<file path="config.mk">
export PLATFORM = sky130hd
export DESIGN_NAME = multicycle_control_fsm_flat
export DESIGN_NICKNAME = d
export VERILOG_FILES = /design/src/rtl/multicycle_control_fsm_pkg.sv /design/src/rtl/multicycle_control_fsm_if.sv /design/src/rtl/multicycle_control_fsm_classifier.sv /design/src/rtl/multicycle_control_fsm.sv /design/src/flat_wrapper.sv
export SDC_FILE = /design/constraint.sdc
export NUM_CORES = 1
export LEC_CHECK = 0
export CAP_MARGIN = 15
export CELL_PAD_IN_SITES_DETAIL_PLACEMENT = 1
export CELL_PAD_IN_SITES_GLOBAL_PLACEMENT = 1
export CORE_MARGIN = 10
export CORE_UTILIZATION = 29
export DETAILED_ROUTE_END_ITERATION = 7
export GPL_TIMING_DRIVEN = 0
export PLACE_DENSITY = 0.92
export SLEW_MARGIN = 20
export SYNTH_ARGS = -nofsm -noshare
export SYNTH_HDL_FRONTEND = slang
export SYNTH_SLANG_ARGS = --single-unit
export TNS_END_PERCENT = 10
</file>
<file path="constraint.sdc">
create_clock -name clk -period 3.55 [get_ports clk]
set_input_delay 0.5325 -clock clk [delete_from_list [all_inputs] [get_ports clk]]
set_output_delay 0.5325 -clock clk [all_outputs]
set_load 0.005 [all_outputs]
</file>
<file path="src/rtl/multicycle_control_fsm_pkg.sv">
// rtl/multicycle_control_fsm_pkg.sv - opcodes, state encodings and datapath select codes for the multicycle control FSM
package riscv_ctrl_pkg;

    localparam logic [6:0] OP_RTYPE  = 7'b0110011;
    localparam logic [6:0] OP_ITYPE  = 7'b0010011;
    localparam logic [6:0] OP_LOAD   = 7'b0000011;
    localparam logic [6:0] OP_STORE  = 7'b0100011;
    localparam logic [6:0] OP_BRANCH = 7'b1100011;
    localparam logic [6:0] OP_JAL    = 7'b1101111;
    localparam logic [6:0] OP_JALR   = 7'b1100111;
    localparam logic [6:0] OP_LUI    = 7'b0110111;
    localparam logic [6:0] OP_AUIPC  = 7'b0010111;

    typedef enum logic [3:0] {
        S_FETCH    = 4'd0,
        S_DECODE   = 4'd1,
        S_EXEC     = 4'd2,
        S_ALUWB    = 4'd3,
        S_MEMADDR  = 4'd4,
        S_MEMRD    = 4'd5,
        S_MEMWB    = 4'd6,
        S_MEMWR    = 4'd7,
        S_BRANCH   = 4'd8,
        S_JAL      = 4'd9,
        S_JALR_ADR = 4'd10,
        S_JALR_LNK = 4'd11,
        S_LUI      = 4'd12,
        S_TRAP     = 4'd13
    } state_t;

    typedef enum logic [3:0] {
        C_RTYPE,
        C_ITYPE,
        C_LOAD,
        C_STORE,
        C_BRANCH,
        C_JAL,
        C_JALR,
        C_LUI,
        C_AUIPC,
        C_ILLEGAL
    } op_class_t;

    localparam logic [1:0] SRCA_PC    = 2'd0;
    localparam logic [1:0] SRCA_OLDPC = 2'd1;
    localparam logic [1:0] SRCA_RS1   = 2'd2;

    localparam logic [1:0] SRCB_RS2   = 2'd0;
    localparam logic [1:0] SRCB_IMM   = 2'd1;
    localparam logic [1:0] SRCB_FOUR  = 2'd2;

    localparam logic [1:0] ALU_ADD    = 2'b00;
    localparam logic [1:0] ALU_SUB    = 2'b01;
    localparam logic [1:0] ALU_FUNCT  = 2'b10;
    localparam logic [1:0] ALU_PASSB  = 2'b11;

    localparam logic [1:0] RES_ALUOUT = 2'd0;
    localparam logic [1:0] RES_MEM    = 2'd1;
    localparam logic [1:0] RES_ALU    = 2'd2;

endpackage

</file>
<file path="src/rtl/multicycle_control_fsm_if.sv">
// rtl/multicycle_control_fsm_if.sv - shared instruction/data memory request handshake
interface multicycle_control_fsm_if;
    logic mem_req;
    logic mem_we;
    logic adr_src;
    logic mem_ready;

    modport master (output mem_req, output mem_we, output adr_src, input mem_ready);
    modport slave  (input mem_req, input mem_we, input adr_src, output mem_ready);
endinterface

</file>
<file path="src/rtl/multicycle_control_fsm_classifier.sv">
// rtl/multicycle_control_fsm_classifier.sv - combinational opcode to instruction class decode
module opcode_classifier
    import riscv_ctrl_pkg::*;
#(
    parameter int SUPPORT_JUMPS = 1,
    parameter int SUPPORT_UTYPE = 1
) (
    input  logic [6:0] opcode,
    output op_class_t  op_class
);

    // Disabled instruction groups fall through to ILLEGAL so the FSM treats them like any unknown opcode.
    always_comb begin
        op_class = C_ILLEGAL;
        case (opcode)
            OP_RTYPE:  op_class = C_RTYPE;
            OP_ITYPE:  op_class = C_ITYPE;
            OP_LOAD:   op_class = C_LOAD;
            OP_STORE:  op_class = C_STORE;
            OP_BRANCH: op_class = C_BRANCH;
            OP_JAL:    op_class = (SUPPORT_JUMPS != 0) ? C_JAL   : C_ILLEGAL;
            OP_JALR:   op_class = (SUPPORT_JUMPS != 0) ? C_JALR  : C_ILLEGAL;
            OP_LUI:    op_class = (SUPPORT_UTYPE != 0) ? C_LUI   : C_ILLEGAL;
            OP_AUIPC:  op_class = (SUPPORT_UTYPE != 0) ? C_AUIPC : C_ILLEGAL;
            default:   op_class = C_ILLEGAL;
        endcase
    end

endmodule

</file>
<file path="src/rtl/multicycle_control_fsm.sv">
// rtl/multicycle_control_fsm.sv - multicycle RV32I main control state machine
module multicycle_control_fsm
    import riscv_ctrl_pkg::*;
#(
    parameter int SUPPORT_JUMPS   = 1,
    parameter int SUPPORT_UTYPE   = 1,
    parameter int TRAP_ON_ILLEGAL = 1
) (
    input  logic                      clk,
    input  logic                      rst,
    input  logic [6:0]                opcode,
    multicycle_control_fsm_if.master  mem,
    output logic                      ir_write,
    output logic                      pc_write,
    output logic                      pc_write_cond,
    output logic                      reg_write,
    output logic [1:0]                alu_src_a,
    output logic [1:0]                alu_src_b,
    output logic [1:0]                alu_op,
    output logic [1:0]                result_src,
    output logic                      retire,
    output logic                      illegal,
    output logic [3:0]                state_o
);

    state_t    state;
    state_t    state_next;
    op_class_t op_class;

    logic       mem_req_d;
    logic       mem_we_d;
    logic       adr_src_d;
    logic       ir_write_d;
    logic       pc_write_d;
    logic       pc_write_cond_d;
    logic       reg_write_d;
    logic [1:0] alu_src_a_d;
    logic [1:0] alu_src_b_d;
    logic [1:0] alu_op_d;
    logic [1:0] result_src_d;
    logic       retire_d;
    logic       illegal_d;

    opcode_classifier #(
        .SUPPORT_JUMPS (SUPPORT_JUMPS),
        .SUPPORT_UTYPE (SUPPORT_UTYPE)
    ) u_classifier (
        .opcode   (opcode),
        .op_class (op_class)
    );

    always_ff @(posedge clk) begin
        if (rst) begin
            state <= S_FETCH;
        end else begin
            state <= state_next;
        end
    end

    always_comb begin
        state_next      = state;
        mem_req_d       = 1'b0;
        mem_we_d        = 1'b0;
        adr_src_d       = 1'b0;
        ir_write_d      = 1'b0;
        pc_write_d      = 1'b0;
        pc_write_cond_d = 1'b0;
        reg_write_d     = 1'b0;
        alu_src_a_d     = SRCA_PC;
        alu_src_b_d     = SRCB_RS2;
        alu_op_d        = ALU_ADD;
        result_src_d    = RES_ALUOUT;
        retire_d        = 1'b0;
        illegal_d       = 1'b0;

        case (state)
            S_FETCH: begin
                mem_req_d    = 1'b1;
                alu_src_a_d  = SRCA_PC;
                alu_src_b_d  = SRCB_FOUR;
                result_src_d = RES_ALU;
                if (mem.mem_ready) begin
                    ir_write_d = 1'b1;
                    pc_write_d = 1'b1;
                    state_next = S_DECODE;
                end
            end
            S_DECODE: begin
                // Branch/jump target oldPC+imm is parked in ALUOut while the class is resolved.
                alu_src_a_d = SRCA_OLDPC;
                alu_src_b_d = SRCB_IMM;
                case (op_class)
                    C_RTYPE, C_ITYPE: state_next = S_EXEC;
                    C_LOAD, C_STORE:  state_next = S_MEMADDR;
                    C_BRANCH:         state_next = S_BRANCH;
                    C_JAL:            state_next = S_JAL;
                    C_JALR:           state_next = S_JALR_ADR;
                    C_LUI:            state_next = S_LUI;
                    C_AUIPC:          state_next = S_ALUWB;
                    default:          state_next = (TRAP_ON_ILLEGAL != 0) ? S_TRAP : S_FETCH;
                endcase
            end
            S_EXEC: begin
                alu_src_a_d = SRCA_RS1;
                if (op_class == C_RTYPE) begin
                    alu_src_b_d = SRCB_RS2;
                    alu_op_d    = ALU_FUNCT;
                end else begin
                    alu_src_b_d = SRCB_IMM;
                    alu_op_d    = ALU_ADD;
                end
                state_next = S_ALUWB;
            end
            S_ALUWB: begin
                reg_write_d  = 1'b1;
                result_src_d = RES_ALUOUT;
                retire_d     = 1'b1;
                state_next   = S_FETCH;
            end
            S_MEMADDR: begin
                alu_src_a_d = SRCA_RS1;
                alu_src_b_d = SRCB_IMM;
                state_next  = (op_class == C_LOAD) ? S_MEMRD : S_MEMWR;
            end
            S_MEMRD: begin
                mem_req_d = 1'b1;
                adr_src_d = 1'b1;
                if (mem.mem_ready) begin
                    state_next = S_MEMWB;
                end
            end
            S_MEMWB: begin
                reg_write_d  = 1'b1;
                result_src_d = RES_MEM;
                retire_d     = 1'b1;
                state_next   = S_FETCH;
            end
            S_MEMWR: begin
                mem_req_d = 1'b1;
                mem_we_d  = 1'b1;
                adr_src_d = 1'b1;
                if (mem.mem_ready) begin
                    retire_d   = 1'b1;
                    state_next = S_FETCH;
                end
            end
            S_BRANCH: begin
                alu_src_a_d     = SRCA_RS1;
                alu_src_b_d     = SRCB_RS2;
                alu_op_d        = ALU_SUB;
                result_src_d    = RES_ALUOUT;
                pc_write_cond_d = 1'b1;
                retire_d        = 1'b1;
                state_next      = S_FETCH;
            end
            S_JAL, S_JALR_LNK: begin
                // PC takes the target held in ALUOut while the ALU forms the link address oldPC+4.
                pc_write_d   = 1'b1;
                result_src_d = RES_ALUOUT;
                alu_src_a_d  = SRCA_OLDPC;
                alu_src_b_d  = SRCB_FOUR;
                state_next   = S_ALUWB;
            end
            S_JALR_ADR: begin
                alu_src_a_d = SRCA_RS1;
                alu_src_b_d = SRCB_IMM;
                state_next  = S_JALR_LNK;
            end
            S_LUI: begin
                alu_src_b_d = SRCB_IMM;
                alu_op_d    = ALU_PASSB;
                state_next  = S_ALUWB;
            end
            S_TRAP: begin
                illegal_d  = 1'b1;
                state_next = S_TRAP;
            end
            default: begin
                state_next = S_FETCH;
            end
        endcase
    end

    // Reset forces every output low in the same cycle, even before the state register has returned to FETCH.
    assign mem.mem_req    = rst ? 1'b0 : mem_req_d;
    assign mem.mem_we     = rst ? 1'b0 : mem_we_d;
    assign mem.adr_src    = rst ? 1'b0 : adr_src_d;
    assign ir_write       = rst ? 1'b0 : ir_write_d;
    assign pc_write       = rst ? 1'b0 : pc_write_d;
    assign pc_write_cond  = rst ? 1'b0 : pc_write_cond_d;
    assign reg_write      = rst ? 1'b0 : reg_write_d;
    assign alu_src_a      = rst ? 2'd0 : alu_src_a_d;
    assign alu_src_b      = rst ? 2'd0 : alu_src_b_d;
    assign alu_op         = rst ? 2'd0 : alu_op_d;
    assign result_src     = rst ? 2'd0 : result_src_d;
    assign retire         = rst ? 1'b0 : retire_d;
    assign illegal        = rst ? 1'b0 : illegal_d;
    assign state_o        = rst ? 4'd0 : state;

endmodule

</file>
<file path="src/flat_wrapper.sv">
// flat-port wrapper written by rule: the top's interface ports become plain ports
module multicycle_control_fsm_flat import riscv_ctrl_pkg::*;
#(
    parameter int SUPPORT_JUMPS   = 1,
    parameter int SUPPORT_UTYPE   = 1,
    parameter int TRAP_ON_ILLEGAL = 1
)
  (clk, rst, opcode, ir_write, pc_write, pc_write_cond, reg_write, alu_src_a, alu_src_b, alu_op, result_src, retire, illegal, state_o, mem_mem_req, mem_mem_we, mem_adr_src, mem_mem_ready);
  multicycle_control_fsm_if mem_i ();
  input  logic clk;
  input  logic rst;
  input  logic [6:0] opcode;
  output logic ir_write;
  output logic pc_write;
  output logic pc_write_cond;
  output logic reg_write;
  output logic [1:0] alu_src_a;
  output logic [1:0] alu_src_b;
  output logic [1:0] alu_op;
  output logic [1:0] result_src;
  output logic retire;
  output logic illegal;
  output logic [3:0] state_o;
  output wire logic [$bits(mem_i.mem_req)-1:0] mem_mem_req;
  output wire logic [$bits(mem_i.mem_we)-1:0] mem_mem_we;
  output wire logic [$bits(mem_i.adr_src)-1:0] mem_adr_src;
  input wire logic [$bits(mem_i.mem_ready)-1:0] mem_mem_ready;
  assign mem_mem_req = mem_i.mem_req;
  assign mem_mem_we = mem_i.mem_we;
  assign mem_adr_src = mem_i.adr_src;
  assign mem_i.mem_ready = mem_mem_ready;
  multicycle_control_fsm #(.SUPPORT_JUMPS(SUPPORT_JUMPS), .SUPPORT_UTYPE(SUPPORT_UTYPE), .TRAP_ON_ILLEGAL(TRAP_ON_ILLEGAL)) u_core (.clk(clk), .rst(rst), .opcode(opcode), .mem(mem_i), .ir_write(ir_write), .pc_write(pc_write), .pc_write_cond(pc_write_cond), .reg_write(reg_write), .alu_src_a(alu_src_a), .alu_src_b(alu_src_b), .alu_op(alu_op), .result_src(result_src), .retire(retire), .illegal(illegal), .state_o(state_o));
endmodule
</file>
-- Word-level counts from Yosys, hierarchy flattened
Memories as Yosys holds them, arrays and structs flattened.
Cells that the tools add are included.
- mux-type cells: 36
- reductions and logical operators: 13
- equal/unequal tests: 26
- operators by type and width (kind ; number):
    $pmux 4 s9 ; 1
    $pmux 4 s8 ; 1
    $eq 4x4->1 const B ; 6
    $eq 7x6->1 const B ; 3
    $eq 7x7->1 const B ; 3
    $mux 1 ; 18
    $eq 4x3->1 const B ; 4
    $mux 4 ; 4
    $eq 7x5->1 const B ; 2
    $eq 4x2->1 const B ; 3
    $mux 2 ; 6
    $pmux 2 s3 ; 2
    $reduce_or 3->1 ; 4
    $reduce_or 4->1 ; 3
    $logic_not 4->1 ; 2
    $pmux 2 s2 ; 2
    $eq 7x2->1 const B ; 1
    $ne 2x2->1 const B ; 3
    $reduce_or 2->1 ; 3
    $eq 4x1->1 const B ; 1
    $pmux 1 s2 ; 2
    $reduce_and 3->1 ; 1
- bits in read-only memories: 64
- register bits: 4
- memories: 1
- word-level logic and storage cells: 77
- output and inout port bits: 21
- input bits: 10
- memory list (name ; depth ; bits a word ; read ports ; clocked after Yosys merged registers in ; write ports ; line ; source):
    (no name shown) ; 16 ; 4 ; 1 ; 0 ; 0 ; multicycle_control_fsm.sv:92 ; case (op_class)

-- Logic depth before layout (Yosys ltp)
Gate-level depths: netlist of run 1.
- word-level depth: 6
- depth in mapped cells: 6
- depth with buffers taken out: 5

-- Hierarchy
A second synthesis of run 1 with hierarchy kept.
- cell total of the unflattened synthesis: 122
- area total of the unflattened synthesis: 793.3 um^2
- by module, submodules not included (module ; sequential area each (um^2) ; area each (um^2) ; instances ; cells each):
    multicycle_control_fsm ; 80.1 ; 656.9 ; 1 ; 102
    opcode_classifier ; 0.0 ; 136.4 ; 1 ; 20

-- Least setup slack after synthesis of run 1
No wires, ideal clock.
- path kind: in2out
- start point: input opcode[6]
- end point: output alu_src_b[0]
- data required time: 3017 ps
- setup slack: 1695 ps
- buffers on the path: 0
- arrival time: 1322 ps
- stages: 5
- path through: nand4bb_1 -> o41ai_1 -> o21ai_1 -> o21ai_1 -> nor2_1
- word-level cells in the longest chain between the ends: 6
- elaborated cells on any way between the ends: 14
- classes of those cells: 9 x eq/ne; 4 x mux; 1 x reduce/logical
- ends and longest elaborated chain (what ; line ; source):
    start: declaration ; flat_wrapper.sv:12 ; input logic [6:0] opcode;
    $eq 7x5->1 (tied with other cells) ; multicycle_control_fsm_classifier.sv:15 ; case (opcode)
    $pmux 4 s9 (*) ; multicycle_control_fsm_classifier.sv:15 ;
    $logic_not 4->1 (*) ; multicycle_control_fsm.sv:105 ; if (op_class == C_RTYPE) begin
    $mux 1 (*) ; multicycle_control_fsm.sv:105 ;
    $pmux 2 s3 (*) ; multicycle_control_fsm.sv:76 ; case (state)
    $mux 2 (*) ; multicycle_control_fsm.sv:193 ; assign alu_src_b = rst ? 2'd0 : alu_src_b_d;
    end: declaration ; flat_wrapper.sv:18 ; output logic [1:0] alu_src_b;
Every way passes the cells marked *; elsewhere a longest branch is shown, timed or not.

-- Worst setup path after layout of run 1
- start point: input opcode[6]
- end point: output alu_op[1]
- word-level cells in the longest chain between the ends: 6
- elaborated cells on any way between the ends: 14
- classes of those cells: 9 x eq/ne; 4 x mux; 1 x reduce/logical
- ends and longest elaborated chain (what ; line ; source):
    $eq 7x5->1 (tied with other cells) ; multicycle_control_fsm_classifier.sv:15 ;
    $pmux 4 s9 (*) ; multicycle_control_fsm_classifier.sv:15 ;
    $logic_not 4->1 (*) ; multicycle_control_fsm.sv:105 ;
    $mux 2 (*) ; multicycle_control_fsm.sv:105 ;
    $pmux 2 s3 (*) ; multicycle_control_fsm.sv:76 ;
    $mux 2 (*) ; multicycle_control_fsm.sv:194 ; assign alu_op = rst ? 2'd0 : alu_op_d;
    end: declaration ; flat_wrapper.sv:19 ; output logic [1:0] alu_op;
Marks and branches as above.

==> impl_metrics.json, run 1 <==
{
  "status": "completed",
  "cts_resized": 0,
  "power_density_nw_per_um2": 679,
  "fp.dieW_um": 69.5,
  "cts_made_buffers": 3,
  "clockBufferDepth": 2,
  "drtIter0Drc": 29,
  "cts-htree-levels": 1,
  "gp_congestion": 0.910,
  "cp.arrival_ns": 2.55,
  "final_cells": 177,
  "rows": 17,
  "drv_slew": 0,
  "largestRegisters": "u_core.state (4)",
  "coreArea_sq_um": 2280,
  "critPathKind": "input port to output port",
  "dp_cells": 174,
  "grt_usage": 0.114,
  "syn_inst": 119,
  "fillCellCount": 327,
  "io_pins": 31,
  "cts_setup_buffers": 0,
  "critPathLaunchType": "input port",
  "area_delta_synth_final_pct": 46.2,
  "die_y_um": 69.5,
  "post-route-period-util": 0.867,
  "cpMostUsedCell": "clkdlybuf4s50_1",
  "total_power_mw": 0.704,
  "yosysWarnings": 0,
  "path_clk_slew_ns": 0.04,
  "drt_pass1_iterations": 4,
  "antenna_found_initial": 0,
  "cts_tree": "done",
  "synth_cell_type_count": 36,
  "rsz0062_at_grt": "no",
  "nets": 161,
  "cts.hold.buffers_added": 0,
  "fin_area_sq_um": 1040,
  "initial_core_util": 0.312,
  "slew_headroom": 0.691,
  "io_buffer_count": 27,
  "synth.net_count": 129,
  "gr-total-overflow": 0,
  "route.detailed.drc": 0,
  "antenna_left": 0,
  "place_hpwl_mm": 2.33,
  "vias": 947,
  "routed_wl_mm": 2.86,
  "syn-cell-area_sq_um": 709,
  "avgSynthCellArea_sq_um": 5.96,
  "cts-root-buf": "clkbuf_4",
  "drive_above_1_share": 0.107,
  "yosysSeqAreaShare": 0.113,
  "grt_pass1_vias": 1029,
  "hold_path.class": "register to register",
  "clock_skew_ns": 0.00582,
  "final_core_util": 0.456,
  "setup_viol_count_final": 0,
  "hold_viol": 0,
  "fmax_mhz": 325,
  "tightestPinTransition_ns": 0.463,
  "yosys_register_bits": 4,
  "post-route-min-period_ns": 3.08,
  "cp_slowest_stage_delay_ns": 0.55,
  "cap_violations": 0,
  "antennaDiodeCount": 0,
  "dieArea_sq_um": 4820,
  "largest_reg_flops": 4,
  "synth-edff-count": 0,
  "required_ns": 3.02,
  "leakage_nw": 0.403,
  "viasPerCell": 5.35,
  "yosys_most_used_dff": "dfxtp_1",
  "crit_fanout": 7,
  "placed_area_sq_um": 1010,
  "path_cells": "clkdlybuf4s50_1 -> nand4bb_1 -> nor2_1 -> nand4_1 -> a211oi_1 -> clkdlybuf4s50_1",
  "clock_latency_ns": 0.23,
  "ir_drop_mv": 0.389,
  "cp_slowest_cell": "clkdlybuf4s50_1",
  "regMostFlops": "u_core.state",
  "ys_async_sr_fraction": 0,
  "clock-sinks": 4,
  "fin_tns_setup_ns": 0,
  "cp-end-kind": "output port",
  "grt_pass1_wl_mm": 4.86,
  "wl_per_cell_um": 16.1,
  "grt_max_degree": 11
}
through the flow:
stage          hold slack [ns]  setup WS, ns
2_1_floorplan            0.719          1.70
3_3_place_gp             0.766         0.582
3_5_place_dp             0.804         0.477
4_1_cts                  0.823         0.472
5_1_grt                  0.876         0.304
6_report                 0.825         0.471
synth_stat cells (3+ instances only):
| cell | number | area [sq um] |
|---|---|---|
| nor2_1 | 16 | 60.1 |
| nand2_1 | 12 | 45.0 |
| buf_2 | 8 | 40.0 |
| nor3_1 | 8 | 40.0 |
| a21oi_1 | 6 | 30.0 |
| nand2b_1 | 6 | 37.5 |
| o21ai_0 | 6 | 30.0 |
| nor2b_1 | 5 | 31.3 |
| o21ai_1 | 5 | 25.0 |
| dfxtp_1 | 4 | 80.1 |
| inv_1 | 4 | 15.0 |
| a211oi_1 | 3 | 22.5 |
| a31oi_1 | 3 | 18.8 |
| inv_2 | 3 | 11.3 |
| or3_1 | 3 | 18.8 |
critical path: cells and delay by family:
kind                   cells  cell delay, ns
buffers and inverters      2            1.08
AOI/OAI and AO/OA          1            0.28
and+or+nand+nor            3            0.65
per-layer routing:
| layer | vias up | global-route usage | routed length [um] |
|---|---|---|---|
| met2 | 25 | 0.206 | 1430 |
| met3 | 2 | 0.0271 | 126 |
| li1 | 477 | - | - |
| met1 | 443 | 0.133 | 1280 |
| met4 | 0 | 0.0200 | 13 |
| met5 | - | 0 | 0 |
worst paths after layout:
kind	startpoint	to	slack, ns	depth (start not counted)
worst max-delay path	opcode[6]	alu_op[1]	0.47	6
worst max register to register	u_core.state[1]	u_core.state[2]	2.10	5
worst min register to register	u_core.state[2]	u_core.state[1]	0.83	5
worst min-delay path	u_core.state[2]	u_core.state[1]	0.83	5
layout by cell type (no fill, tap or decap), types with 2 or more instances in the layout:
cell / count
a211oi_1: 3
a21oi_1: 6
a2bb2oi_1: 2
a31oi_1: 3
buf_2: 8
clkbuf_1: 2
clkbuf_4: 3
clkdlybuf4s50_1: 27
dfxtp_1: 4
inv_1: 4
inv_2: 3
nand2_1: 12
nand2b_1: 6
nand3_1: 2
nand4_1: 2
nor2_1: 16
nor2b_1: 5
nor3_1: 8
o21ai_0: 6
o21ai_1: 5
o31ai_1: 2
or3_1: 3
xor2_1: 2
final cells by class:
class                   count  area [sq um]  area share
well taps                  28          35.0      0.0338
plain buffers              12          62.6      0.0603
inverters                   7          26.3      0.0253
multi-input cells          96           541       0.521
clock buffers               3          22.5      0.0217
flip-flops and latches      4          80.1      0.0772
repair buffers             27           270       0.261
cells by family (layout without fill, tap and decap cells):
logic type             after synthesis  after routing  share of synthesized area
AO/OA/AOI/OAI                       33             33                      0.291
XOR/XNOR                             3              3                     0.0370
buffers and inverters               19             49                      0.125
flip-flops                           4              4                      0.113
multiplexers                         1              1                     0.0141
AND/OR/NAND/NOR                     59             59                      0.420
power by group:
part	internal [mW]	switching (mW)	total, mW
Clock	0.0377	0.0175	0.0552
Sequential	0.0649	0.00744	0.0724
Combinational	0.261	0.316	0.577
Total	0.364	0.341	0.704
(Power assumes the default switching activity.)
==> run 2, diff against run 1 <==
--- a/config.mk
+++ b/config.mk
@@ -9,12 +9,13 @@
 export CELL_PAD_IN_SITES_DETAIL_PLACEMENT = 1
 export CELL_PAD_IN_SITES_GLOBAL_PLACEMENT = 1
 export CORE_MARGIN = 10
-export CORE_UTILIZATION = 29
+export CORE_UTILIZATION = 31
 export DETAILED_ROUTE_END_ITERATION = 7
 export GPL_TIMING_DRIVEN = 0
 export PLACE_DENSITY = 0.92
 export SLEW_MARGIN = 20
 export SYNTH_ARGS = -nofsm -noshare
 export SYNTH_HDL_FRONTEND = slang
+export SYNTH_HIERARCHICAL = 1
 export SYNTH_SLANG_ARGS = --single-unit
 export TNS_END_PERCENT = 10
==> constraint.sdc (replaced) <==
create_clock -name clk -period 3.55 [get_ports clk]
set_input_delay 0.5325 -clock clk [delete_from_list [all_inputs] [get_ports clk]]
set_output_delay 0.5325 -clock clk [all_outputs]
set_load 0.1 [all_outputs]
==> impl_metrics.json, run 2 <==
{
  "rows": 18,
  "synth-edff-count": 0,
  "grt_pass1_vias": 1153,
  "cp.arrival_ns": 2.90,
  "tightestPinTransition_ns": 1.00,
  "hold_viol": 0,
  "clock-sinks": 4,
  "coreArea_sq_um": 2450,
  "setup_viol_count_final": 0,
  "critPathLaunchType": "input port",
  "path_clk_slew_ns": 0.04,
  "io_buffer_count": 28,
  "nets": 165,
  "clock_skew_ns": 0.00692,
  "largest_reg_flops": 4,
  "yosys_most_used_dff": "dfxtp_1",
  "swShare": 0.674,
  "area_delta_synth_final_pct": 45.6,
  "syn_inst": 122,
  "synth_most_common_cell": "nor3_1",
  "cp_slowest_stage_delay_ns": 0.60,
  "grt_usage": 0.130,
  "die_y_um": 70.6,
  "drtIter0Drc": 36,
  "antenna_found_initial": 0,
  "avgSynthCellArea_sq_um": 6.50,
  "drv_slew": 0,
  "routed_wl_mm": 3.44,
  "gp_congestion": 0.849,
  "cts.hold.buffers_added": 0,
  "synth_area_leaders": "dfxtp_1 (10%), nand2b_1 (7.9%), nor3_1 (7.6%)",
  "required_ns": 3.02,
  "initial_core_util": 0.323,
  "rsz0062_at_grt": "yes",
  "post-route-period-util": 0.966,
  "combPwrFrac": 0.859,
  "ys_top_cells_by_count": "nor3_1 (12), nand2_1 (10), nand2b_1 (10)",
  "drive_above_1_share": 0.124,
  "gr-total-overflow": 0,
  "seq_area_sq_um": 80.1,
  "yosys_register_bits": 4,
  "viasPerCell": 5.90,
  "synth_cell_type_count": 42,
  "cts_tree": "done",
  "largestRegisters": "u_core/state (4)",
  "power_density_nw_per_um2": 949,
  "pwr-share-clk": 0.052,
  "ir_drop_mv": 0.606,
  "antenna_left": 0,
  "grt_pass1_wl_mm": 5.56,
  "leakage_nw": 0.401,
  "p_seq_frac": 0.089,
  "clockBufferDepth": 2,
  "post-route-min-period_ns": 3.43,
  "slew_headroom": 0.331,
  "cap_violations": 0,
  "dieArea_sq_um": 4980,
  "syn-cell-area_sq_um": 793,
  "regMostFlops": "u_core/state",
  "place_hpwl_mm": 2.61,
  "critPathKind": "input port to output port",
  "fin_tns_setup_ns": 0,
  "yosysWarnings": 6,
  "fillCellCount": 330,
  "fp.dieW_um": 70.6,
  "route.detailed.drc": 0,
  "multiInputGateArea_sq_um": 666,
  "fmax_mhz": 292,
  "io_pins": 31,
  "antennaDiodeCount": 0,
  "status": "completed",
  "clock_latency_ns": 0.24,
  "cts-root-buf": "clkbuf_4",
  "final_common_cell": "clkdlybuf4s50_1",
  "cp_slowest_cell": "clkdlybuf4s50_1",
  "grt_max_degree": 11,
  "mostFrequentLayoutCells": "clkdlybuf4s50_1 (25), nor3_1 (11), nand2b_1 (10), nand2_1 (10), nor2_1 (8)",
  "cts-htree-levels": 1,
  "drt_pass1_iterations": 4,
  "synth.net_count": 132,
  "wl_per_cell_um": 18.8,
  "cts_setup_buffers": 0,
  "cp-end-kind": "output port",
  "holdWs_ns": 0.752,
  "cts_made_buffers": 3,
  "ys_async_sr_fraction": 0,
  "yosysSeqAreaShare": 0.101,
  "yosysTopAreaCellShare": 0.101,
  "p_sw_mw": 0.738,
  "yosys.area.top_type": "dfxtp_1",
  "crit_fanout": 8,
  "path_cells": "clkdlybuf4s50_1 -> nor4bb_1 -> a21oi_1 -> nor3b_2 -> nor2_1 -> nand2_1 -> o211ai_1 -> a31oi_1 -> buf_2",
  "vias": 1079,
  "internal_power_mw": 0.358,
  "hold_path.class": "register to register"
}
[run 2: cell count changes after synthesis, moves of 3 or more]
cell      previous run  this run
a31oi_1              3         7
nand2b_1             6        10
o21ai_0              6         3
inv_2                3         0
nor2_1              16         8
nor3_1               8        12
buf_2                8         5
[run 2: cell type report]
| cell class | count | share of cell area |
|---|---|---|
| Buffer | 10 | 0.0509 |
| Tap cell | 30 | 0.0325 |
| Inverter | 3 | 0.00975 |
| Clock buffer | 3 | 0.0195 |
| Multi-Input combinational cell | 105 | 0.576 |
| Timing Repair Buffer | 28 | 0.242 |
| Sequential cell | 4 | 0.0693 |
[run 2: critical path: cells and delay by family]
kind	cells	cell delay (ns)
buffers and inverters	2	1.05
and+or+nand+nor	4	0.99
AOI/OAI and AO/OA	3	0.33
[run 2: final timing paths]
kind                   startpoint         endpoint  slack, ns  depth (start not counted)
setup reg to reg  u_core/state[0]  u_core/state[3]       1.96                          4
hold / removal    u_core/state[3]  u_core/state[2]       0.75                          3
hold reg to reg   u_core/state[3]  u_core/state[2]       0.75                          3
setup / recovery        opcode[2]     alu_src_b[0]       0.12                          9
[run 2: cell families (layout without fill, tap and decap cells)]
family | after synthesis | in the layout | share of synthesized area
DFF | 4 | 4 | 0.101
and+or+nand+nor | 64 | 64 | 0.440
buffers and inverters | 13 | 44 | 0.0883
muxes | 1 | 1 | 0.0142
xor gates and xnor gates | 3 | 3 | 0.0331
AOI/OAI and AO/OA | 37 | 37 | 0.323
[run 2: power by group through the flow]
stage                     Clock (mW)  Combinational [mW]  Sequential, mW
final                         0.0569               0.941          0.0973
after CTS                     0.0579               0.943          0.0955
after global placement             0               0.921          0.0956
after floorplan                    0               0.735          0.0829
after global routing          0.0649               0.985           0.101
after detailed placement           0               0.940          0.0968
[run 2: per-layer routing]
layer,wire length [um],up-vias,global-route usage
met2,1700,36,0.227
met3,238,6,0.0432
li1,-,513,-
met1,1450,524,0.141
met5,0,-,0
met4,52,0,0.0538
[run 2: metrics by stage]
| step | utilization | instance area, sq um | std cells | worst slack, ns | total power [mW] |
|---|---|---|---|---|---|
| 6_report | 0.470 | 1150 | 183 | 0.120 | 1.10 |
| 2_1_floorplan | - | 811 | 122 | -0.531 | 0.818 |
| 5_1_grt | 0.470 | 1150 | 183 | -0.0128 | 1.15 |
| 3_5_place_dp | 0.460 | 1130 | 180 | -0.805 | 1.04 |
| 4_1_cts | 0.470 | 1150 | 183 | -0.00810 | 1.10 |
| 3_3_place_gp | 0.460 | 1130 | 180 | -0.687 | 1.02 |
[run 2: repair_timing]
action                                  CTS  global route
pin swaps                                 0             0
endpoints found under the setup margin    2             3
gates resized for setup                  11             4
==> run 3, diff against run 2 <==
--- a/config.mk
+++ b/config.mk
@@ -10,7 +10,9 @@
 export CELL_PAD_IN_SITES_GLOBAL_PLACEMENT = 1
 export CORE_MARGIN = 10
 export CORE_UTILIZATION = 31
+export CTS_BUF_LIST = sky130_fd_sc_hd__clkbuf_16
 export DETAILED_ROUTE_END_ITERATION = 7
+export GPL_ROUTABILITY_DRIVEN = 0
 export GPL_TIMING_DRIVEN = 0
 export PLACE_DENSITY = 0.92
 export SLEW_MARGIN = 20
==> impl_metrics.json, run 3 (synthesis gave the netlist of run 2 again) <==
{
  "status": "completed",
  "post-route-period-util": 0.973,
  "total_power_mw": 1.21,
  "grt_pass1_vias": 1141,
  "post-route-min-period_ns": 3.46,
  "nets": 165,
  "cp.arrival_ns": 2.92,
  "routed_wl_mm": 3.50,
  "slew_headroom": 0.331,
  "placed_area_sq_um": 1130,
  "gr-total-overflow": 0,
  "hp-start": "u_core/state[3]",
  "dieArea_sq_um": 4980,
  "regMostFlops": "u_core/state",
  "tightestPinTransition_ns": 1.00,
  "reg2reg_slack_ns": 1.98,
  "wl_per_cell_um": 19.1,
  "critPathLaunchType": "input port",
  "grt_usage": 0.134,
  "antenna_found_initial": 0,
  "critPathKind": "input port to output port",
  "cap_violations": 0,
  "required_ns": 3.02,
  "cts.hold.buffers_added": 0,
  "largest_reg_flops": 4,
  "cts_setup_buffers": 0,
  "place_hpwl_mm": 2.61,
  "ir_drop_mv": 0.609,
  "crit_fanout": 8,
  "worstReg2RegEnd": "u_core/state[3]",
  "whs_endpoint": "u_core/state[2]",
  "pwr-share-clk": 0.145,
  "setup_viol_count_final": 0,
  "cts_made_buffers": 3,
  "cts-root-buf": "clkbuf_16",
  "fin_area_sq_um": 1210,
  "final_cells": 183,
  "fmax_mhz": 289,
  "initial_core_util": 0.323,
  "p_sw_mw": 0.750,
  "drtIter0Drc": 41,
  "antenna_left": 0,
  "antennaDiodeCount": 0,
  "combPwrFrac": 0.775,
  "swShare": 0.618,
  "hold_viol": 0,
  "final_core_util": 0.492,
  "rows": 18,
  "io_buffer_count": 28,
  "internal_power_mw": 0.464,
  "leakage_nw": 0.424,
  "die_y_um": 70.6,
  "grt_max_degree": 11,
  "route.detailed.drc": 0,
  "grt_pass1_wl_mm": 5.70,
  "dp_cells": 180,
  "drt_pass1_iterations": 4,
  "power_density_nw_per_um2": 1010,
  "largestRegisters": "u_core/state (4)",
  "final_common_cell": "clkdlybuf4s50_1",
  "r2r_start": "u_core/state[0]",
  "viasPerCell": 5.79,
  "clock_latency_ns": 0.23,
  "cts_tree": "done",
  "cts-htree-levels": 1,
  "clockBufferDepth": 2,
  "area_delta_synth_final_pct": 52.2,
  "cp-end-kind": "output port",
  "fp.dieW_um": 70.6,
  "cp_slowest_cell": "clkdlybuf4s50_1",
  "cp_slowest_stage_delay_ns": 0.60,
  "coreArea_sq_um": 2450,
  "reg2reg_depth": 4,
  "path_clk_slew_ns": 0.03,
  "hold_path.class": "register to register",
  "clock_skew_ns": 0.00283,
  "drv_slew": 0,
  "min_path_cells": 3,
  "vias": 1059,
  "clock-sinks": 4,
  "io_pins": 31,
  "drive_above_1_share": 0.124,
  "mostFrequentLayoutCells": "clkdlybuf4s50_1 (25), nor3_1 (11), nand2b_1 (10), nand2_1 (10), nor2_1 (8)",
  "path_cells": "clkdlybuf4s50_1 -> nor4bb_1 -> a21oi_1 -> nor3b_2 -> nor2_1 -> nand2_1 -> o211ai_1 -> a31oi_1 -> buf_2",
  "p_seq_frac": 0.081
}
-- run 3: cell count changes in the layout (fill, tap and decap cells not counted) --
cell / change
clkbuf_16: +3
clkbuf_4: -3
-- run 3: worst max path at each step --
stage          cells after the start  slack (ns)      start            to
5_1_grt                            9      -0.007  opcode[2]     alu_op[1]
6_report                           9        0.09  opcode[2]  alu_src_b[0]
3_5_place_dp                       9       -0.81  opcode[2]  alu_src_b[0]
2_1_floorplan                      4       -0.53        rst       illegal
4_1_cts                            9        0.09  opcode[2]     alu_op[1]
3_3_place_gp                       9       -0.69  opcode[2]  alu_src_b[0]
-- run 3: cell type report --
cell class              count  area (sq um)
plain buffers              10          58.8
flip-flops and latches      4          80.1
inverters                   3          11.3
multi-input cells         105           666
well taps                  30          37.5
fillers                   328          1250
repair buffers             28           279
clock buffers               3          75.1
-- run 3: power groups by stage --
| stage | clock network, mW | registers (mW) | logic, mW |
|---|---|---|---|
| after global placement | 0 | 0.0956 | 0.921 |
| after floorplan | 0 | 0.0829 | 0.735 |
| final | 0.175 | 0.0978 | 0.941 |
| after CTS | 0.179 | 0.0956 | 0.940 |
| after global routing | 0.186 | 0.101 | 0.986 |
| after detailed placement | 0 | 0.0968 | 0.940 |
-- run 3: repair_timing --
item                                    4_1_cts  5_1_grt
endpoints found under the setup margin        2        2
resized for setup                            13        2
gates cloned                                  0        0
hold endpoints to repair                      0        0
-- run 3: per-layer routing --
layer / part of all wire / track usage
met4: 0.011 / 0.0430
met5: 0 / 0
met1: 0.44 / 0.146
met3: 0.066 / 0.0432
met2: 0.49 / 0.239
-- run 3: per-stage QoR --
stage | hold WS (ns) | TNS [ns] | worst slack, ns
CTS | 0.743 | 0 | 0.0920
global route | 0.829 | -0.00716 | -0.00716
global placement | 0.716 | -1.33 | -0.687
finish | 0.746 | 0 | 0.0949
floorplan | 0.607 | -1.34 | -0.531
detailed placement | 0.741 | -1.55 | -0.805
-- run 3: worst max-delay path, delay by kind of cell --
kind / cells / cell delay, ns
AND/OR/NAND/NOR: 4 / 0.99
AO/OA/AOI/OAI: 3 / 0.34
buffers and inverters: 2 / 1.05
